$ cat config.mk
export PLATFORM = sky130hd
export DESIGN_NAME = lpc_qchan_ctrl
export DESIGN_NICKNAME = d
export VERILOG_FILES = /design/src/rtl/lpc_qchan_ctrl.sv
export SDC_FILE = /design/constraint.sdc
export NUM_CORES = 1
export LEC_CHECK = 0
export ABC_AREA = 1
export BUFFER_PORTS_ARGS = -buffer_cell sky130_fd_sc_hd__buf_2
export CELL_PAD_IN_SITES_DETAIL_PLACEMENT = 1
export CELL_PAD_IN_SITES_GLOBAL_PLACEMENT = 1
export CORE_MARGIN = 2
export CORE_UTILIZATION = 44
export DETAILED_ROUTE_END_ITERATION = 16
export PLACE_DENSITY = 0.9
export SETUP_SLACK_MARGIN = 0.5
export SLEW_MARGIN = 10
export SYNTH_ARGS = -nofsm -noshare
export SYNTH_HDL_FRONTEND = slang
export SYNTH_SLANG_ARGS = --single-unit
$ cat constraint.sdc
create_clock -name clk -period 4.1 [get_ports clk]
set_clock_uncertainty 0.1 [all_clocks]
set_input_delay 0.82 -clock clk [delete_from_list [all_inputs] [get_ports clk]]
set_output_delay 0.82 -clock clk [all_outputs]
set_load 0.01 [all_outputs]
$ cat src/rtl/lpc_qchan_ctrl.sv
// lpc_qchan_ctrl: Q-channel quiescence controller for the low-power FIFO channel.
// Issues qreqn after an idle period, tracks accept/deny/timeout and reopens on wake.
module lpc_qchan_ctrl #(
    parameter int IDLE_CYCLES    = 16,
    parameter int TIMEOUT_CYCLES = 64,
    parameter int CNT_W          = 16
) (
    input  logic             clk,
    input  logic             reset_n,
    input  logic             enable_i,
    input  logic             wake_req_i,
    input  logic             qactive_i,
    input  logic             qacceptn_i,
    input  logic             qdeny_i,
    output logic             qreqn_o,
    output logic             stopped_o,
    output logic             busy_o,
    output logic             timeout_o,
    output logic             proto_err_o,
    output logic [2:0]       state_o,
    output logic [CNT_W-1:0] sleep_cnt_o
);
    typedef enum logic [2:0] {
        RUN     = 3'd0,
        REQ     = 3'd1,
        STOPPED = 3'd2,
        EXIT    = 3'd3,
        DENIED  = 3'd4
    } state_t;

    localparam int IW = $clog2(IDLE_CYCLES + 1);
    localparam int TW = $clog2(TIMEOUT_CYCLES + 1);

    state_t        r_state;
    logic [IW-1:0] r_idle;
    logic [TW-1:0] r_tmo;
    logic          r_qacc_d;
    logic          w_idle;
    logic          w_wake;
    logic          w_perr;

    assign w_idle = enable_i & ~wake_req_i & ~qactive_i & qacceptn_i & ~qdeny_i;
    assign w_wake = qactive_i | wake_req_i | ~enable_i;
    // Rising qacceptn in STOPPED means the channel withdrew its accept unprompted.
    assign w_perr = (~qacceptn_i & qdeny_i) | ((r_state == RUN) & ~qacceptn_i)
                  | ((r_state == STOPPED) & qacceptn_i & ~r_qacc_d);
    assign state_o = r_state;

    always_ff @(posedge clk or negedge reset_n) begin
        if (!reset_n) begin
            r_state     <= RUN;
            r_idle      <= '0;
            r_tmo       <= '0;
            r_qacc_d    <= 1'b1;
            qreqn_o     <= 1'b1;
            stopped_o   <= 1'b0;
            busy_o      <= 1'b0;
            timeout_o   <= 1'b0;
            proto_err_o <= 1'b0;
            sleep_cnt_o <= '0;
        end else begin
            r_qacc_d  <= qacceptn_i;
            timeout_o <= 1'b0;
            if (w_perr)
                proto_err_o <= 1'b1;
            case (r_state)
                RUN: begin
                    if (!w_idle)
                        r_idle <= '0;
                    else if (r_idle == IW'(IDLE_CYCLES - 1)) begin
                        r_idle  <= '0;
                        r_state <= REQ;
                        qreqn_o <= 1'b0;
                        busy_o  <= 1'b1;
                    end else
                        r_idle <= r_idle + 1'b1;
                end
                REQ: begin
                    r_tmo <= r_tmo + 1'b1;
                    if (!qacceptn_i) begin
                        r_state   <= STOPPED;
                        stopped_o <= 1'b1;
                        if (sleep_cnt_o != '1)
                            sleep_cnt_o <= sleep_cnt_o + 1'b1;
                    end else if (qdeny_i) begin
                        r_state <= DENIED;
                        qreqn_o <= 1'b1;
                    end else if (r_tmo == TW'(TIMEOUT_CYCLES - 1)) begin
                        r_state   <= EXIT;
                        qreqn_o   <= 1'b1;
                        timeout_o <= 1'b1;
                    end
                end
                STOPPED: begin
                    if (w_wake) begin
                        r_state   <= EXIT;
                        qreqn_o   <= 1'b1;
                        stopped_o <= 1'b0;
                    end
                end
                EXIT: begin
                    if (qacceptn_i) begin
                        r_state <= RUN;
                        busy_o  <= 1'b0;
                        r_idle  <= '0;
                        r_tmo   <= '0;
                    end
                end
                DENIED: begin
                    if (!qdeny_i && qacceptn_i) begin
                        r_state <= RUN;
                        busy_o  <= 1'b0;
                        r_idle  <= '0;
                        r_tmo   <= '0;
                    end
                end
                default: begin
                    r_state   <= RUN;
                    qreqn_o   <= 1'b1;
                    stopped_o <= 1'b0;
                    busy_o    <= 1'b0;
                end
            endcase
        end
    end
endmodule

### After elaboration in Yosys (flattened, before gate mapping)

Index checks and enable logic that the tools add are counted.
Widths: inputs -> output; s select.

| storage, ports and cells | value |
|---|---|
| flip-flop bits (word level) | 37 |
| bits of input ports | 7 |
| output and inout bits | 24 |
| word-level logic and storage cells | 101 |

| cells by class | value |
|---|---|
| add/subtract/negate cells | 3 |
| equal/unequal tests | 16 |
| multiplexer cells | 36 |
| bitwise operators | 21 |
| reduce and logical (&&, ||, !) cells | 15 |

Operators by type and width:

| operator | count |
|---|---|
| $mux 3 | 8 |
| $pmux 7 s3 | 1 |
| $mux 5 | 4 |
| $add 16x1->16 const B | 1 |
| $mux 1 | 16 |
| $ne 16x16->1 const B | 1 |
| $pmux 3 s5 | 1 |
| $pmux 5 s3 | 1 |
| $mux 7 | 2 |
| $ne 2x2->1 const B | 6 |
| $reduce_and 3->1 | 4 |
| $reduce_and 6->1 | 2 |
| $not 1->1 | 9 |
| $and 1x1->1 | 8 |
| $pmux 1 s4 | 2 |
| $add 7x1->7 const B | 1 |
| $eq 7x6->1 const B | 1 |
| $eq 3x2->1 const B | 2 |
| $reduce_bool 3->1 | 2 |
| $add 5x1->5 const B | 1 |
| $eq 5x4->1 const B | 1 |
| $reduce_and 5->1 | 1 |
| $ne 4x4->1 const B | 1 |
| $or 1x1->1 | 4 |
| other kinds (10) | 11 |

### Longest topological paths before layout

| logic depth | value |
|---|---|
| depth in word-level cells | 7 |
| depth in mapped cells | 10 |
| gate-level depth less buffers | 10 |

### Worst setup path before layout

No wires, ideal clock.

| timing path | value |
|---|---|
| path type | input -> register |
| start | in qdeny_i |
| end | reg r_idle[2] |
| library setup time | 0.118 ns |
| arrival | 1.627 ns |
| required time | 3.882 ns |
| setup slack | 2.255 ns |
| stages on the path | 8 |
| buffers on the path | 0 |
| cell sequence | inv_1 > nand2_1 > nand3_1 > nand2_2 > nor2_1 > o21ai_0 > inv_1 > nor2_1 |

| between the ends | value |
|---|---|
| cells in the longest elaborated chain, start to end | 4 |
| elaborated cells on any way between the ends | 8 |
| those cells by class | 1 x eq/ne; 2 x mux; 2 x bitwise; 3 x reduce/logical |

Ends and longest elaborated chain:

| element | RTL line | text |
|---|---|---|
| start, declared | 14 | `input logic qdeny_i,` |
| $not 1->1 or $logic_not 1->1 (tied branches) | 42, 110 |  |
| $and 1x1->1 or $logic_and 1x1->1 (tied branches) | 42, 110 |  |
| $mux 5 or $ne 2x2->1 (tied branches) | n/a |  |
| $pmux 5 s3 or $reduce_and 3->1 (tied branches) | n/a |  |
| end signal, assigned | 76 | `r_idle <= r_idle + 1'b1;` |
| end, declared | 35 | `logic [IW-1:0] r_idle;` |

Parallel ways exist; a longest one is shown, timed or not.
A chain may end at the register's enable or synchronous reset.

### Worst setup path in the final report

| timing path | value |
|---|---|
| start | reg sleep_cnt_o[0] |
| end | reg sleep_cnt_o[11] |

| between the ends | value |
|---|---|
| cells in the longest elaborated chain, start to end | 2 |
| elaborated cells on any way between the ends | 3 |
| those cells by class | 1 x add/sub; 1 x eq/ne; 1 x reduce/logical |

Ends and longest elaborated chain:

| element | RTL line | text |
|---|---|---|
| start, declared | 21 | `output logic [CNT_W-1:0] sleep_cnt_o` |
| start signal, assigned | 84 | `sleep_cnt_o <= sleep_cnt_o + 1'b1;` |
| branches (longest 2 deep; another with $add 16x1->16) | n/a |  |

Several ways; the timed one is not identified.

==> results.sh <==
export IMPL_grt_max_degree=38
export IMPL_root_buffer="clkbuf_8"
export IMPL_maxCapViolations=0
export IMPL_synth_area_sq_um=2170
export IMPL_dieHeight_um=74.2
export IMPL_vias=2018
export IMPL_whs_path_depth=2
export IMPL_drcViolationCount=0
export IMPL_cts_tree="done"
export IMPL_dieWidth_um=74.2
export IMPL_p_per_area_nw_per_um2=574
export IMPL_synth_cell_types=26
export IMPL_cts_made_buffers=5
export IMPL_required_ns=4.25
export IMPL_async_flop_share=1.00
export IMPL_reg2reg_from="sleep_cnt_o[0]$_DFFE_PN0P_"
export IMPL_cts_sinks=37
export IMPL_clock_latency_ns=0.30
export IMPL_cts_resized_gates=0
export IMPL_port_buffers=30
export IMPL_clk_pin_slew_ns=0.08
export IMPL_hold_ws_ns=0.369
export IMPL_detail_route_antenna_nets=0
export IMPL_gr_max_usage_layer="met2"
export IMPL_endpoint_kind="flop"
export IMPL_yosys_warnings=0
export IMPL_grt_usage=0.224
export IMPL_hold_violations=0
export IMPL_io_pins=31
export IMPL_rows=25
export IMPL_routed_wl_mm=5.49
export IMPL_setup_viol=0
export IMPL_antenna_cells=0
export IMPL_fillers=636
export IMPL_tightest_slew_ns=0.844
export IMPL_postCtsSetupRepairBufs=0
export IMPL_drt_vias_per_instance=5.01
export IMPL_finalPower_w=0.00142
export IMPL_period_share=0.505
export IMPL_overflow=0
export IMPL_grt_pass1_wl_mm=9.41
export IMPL_die_area_sq_um=5500
export IMPL_drive_gt1_frac=0.146
export IMPL_path_max_fanout=15
export IMPL_cts_hold_buf=0
export IMPL_reg2reg_slack_ns=2.03
export IMPL_clockBufferDepth=2
export IMPL_p_leak_nw=1.29
export IMPL_r2r_end="sleep_cnt_o[11]$_DFFE_PN0P_"
export IMPL_startpoint="sleep_cnt_o[0]$_DFFE_PN0P_"
export IMPL_synth_seq_area_share=0.429
export IMPL_grt_use_met2=0.395
export IMPL_synth_fp_nets=310
export IMPL_start_util=0.459
export IMPL_finalMaxSlewViolations=0
export IMPL_tns_ns=0
export IMPL_first_global_vias=2025
export IMPL_cp_endpoint="sleep_cnt_o[11]$_DFFE_PN0P_"
export IMPL_synth_edf_count=0
export IMPL_dp_hpwl_mm=4.09
export IMPL_hp_class="flop to flop"
export IMPL_core_area_sq_um=4720
export IMPL_drtPass1Iterations=4
export IMPL_syn_area_per_cell_sq_um=7.22
export IMPL_path_class="flop to flop"
export IMPL_use_met1=0.272
export IMPL_synthCells=300
export IMPL_antenna_found_initial=0
export IMPL_vdd_drop_max_mv=0.329
export IMPL_layout_min_cycle_time_ns=2.07
export IMPL_wire_per_inst_um=13.6
export IMPL_area_delta_synth_final_pct=13.9
export IMPL_rsz0062_at_grt="no"
export IMPL_r2r_cells=8
export IMPL_worstSetupStartpointType="flop"
export IMPL_h_tree_depth=2
export IMPL_initialDrtViolationCount=90
export IMPL_fin_nets=345
export IMPL_status="complete, no violations"
export IMPL_slew_headroom=0.437
export IMPL_globalplace_congestion=0.863
export IMPL_synthFlopType="dfrtp_1"
export IMPL_use_met3=0.0528
export IMPL_final_cell_mix="116 x nand2_1, 37 x nor2_1, 35 x dfrtp_1"
export IMPL_final_common_cell="nand2_1"
export IMPL_fmax_ghz=0.483
export IMPL_arrival_ns=2.22
export IMPL_ys_seq_elements=37
==> registers in the layout, indices dropped and copies added, names as in the netlist <==
| name | cells |
|---|---|
| busy_o | 1 |
| proto_err_o | 1 |
| qreqn_o | 1 |
| r_idle | 5 |
| r_qacc_d | 1 |
| r_tmo | 7 |
| sleep_cnt_o | 16 |
| state_o | 3 |
| stopped_o | 1 |
| timeout_o | 1 |
==> power breakdown <==
group,internal [W],switching [W]
clock network,0.000137,0.000133
logic,0.000203,0.000397
registers,0.000454,0.0000923
total,0.000793,0.000622
==> final cells by class <==
| class | count | area [sq um] | share of cell area |
|---|---|---|---|
| clock buffer | 8 | 90.1 | 0.0365 |
| inverter | 29 | 109 | 0.0441 |
| multi-input combinational | 232 | 1110 | 0.448 |
| sequential | 37 | 928 | 0.376 |
| tap | 67 | 83.8 | 0.0340 |
| timing repair buffer | 30 | 150 | 0.0609 |
==> metrics by stage <==
step	util	std cells	worst slack, ns	area, sq um
4_1_cts	0.522	403	2.05	2470
5_1_grt	0.522	403	1.85	2470
2_1_floorplan	-	300	2.26	2170
3_3_place_gp	0.503	395	1.89	2380
6_report	0.522	403	2.03	2470
3_5_place_dp	0.503	395	1.82	2380
==> cells in the mapped netlist, types with 3 or more instances <==
| cell | instances | area share |
|---|---|---|
| xnor2_1 | 10 | 0.040 |
| a21oi_1 | 5 | 0.012 |
| o21ai_0 | 16 | 0.037 |
| nand3_1 | 22 | 0.051 |
| dfrtp_1 | 35 | 0.40 |
| nor2_1 | 37 | 0.064 |
| nand4_1 | 4 | 0.012 |
| ha_1 | 3 | 0.017 |
| o31ai_1 | 3 | 0.010 |
| nand2_1 | 116 | 0.20 |
| inv_1 | 27 | 0.047 |
==> critical path, stage by stage (launching register included) <==
cell and delay, ns:
dfrtp_1 0.43, ha_1 0.25, nand3_1 0.20, inv_2 0.07
nand3_2 0.12, nor2_1 0.07, nor2_2 0.50, o21ai_0 0.19
nand2_1 0.09
==> routing by layer <==
metal  vias to the layer above  share of wire
li1                       1015              -
met1                       961           0.44
met2                        34           0.51
met3                         8          0.035
met4                         0          0.014
met5                         -              0
==> worst min-delay path by stage <==
stage / start / to / slack [ns]
after detailed placement: qreqn_o$_DFFE_PN1P_ / qreqn_o$_DFFE_PN1P_ / 0.36
final: qreqn_o$_DFFE_PN1P_ / qreqn_o$_DFFE_PN1P_ / 0.37
after CTS: qreqn_o$_DFFE_PN1P_ / qreqn_o$_DFFE_PN1P_ / 0.38
after floorplan: r_tmo[1]$_DFFE_PN0P_ / r_tmo[1]$_DFFE_PN0P_ / 0.37
after global placement: busy_o$_DFFE_PN0P_ / busy_o$_DFFE_PN0P_ / 0.36
after global routing: qreqn_o$_DFFE_PN1P_ / qreqn_o$_DFFE_PN1P_ / 0.40
==> logic make-up (layout without fill, tap and decap cells) <==
kind of cell,Yosys count,in the layout,share of synthesized area
mux,1,1,0.00462
compound gates,29,29,0.0849
simple gates,187,187,0.355
buf+inv,31,67,0.0607
fa+ha+maj,3,3,0.0173
xor+xnor,12,12,0.0485
flops,37,37,0.429
Power figures use the tool's default switching activity.
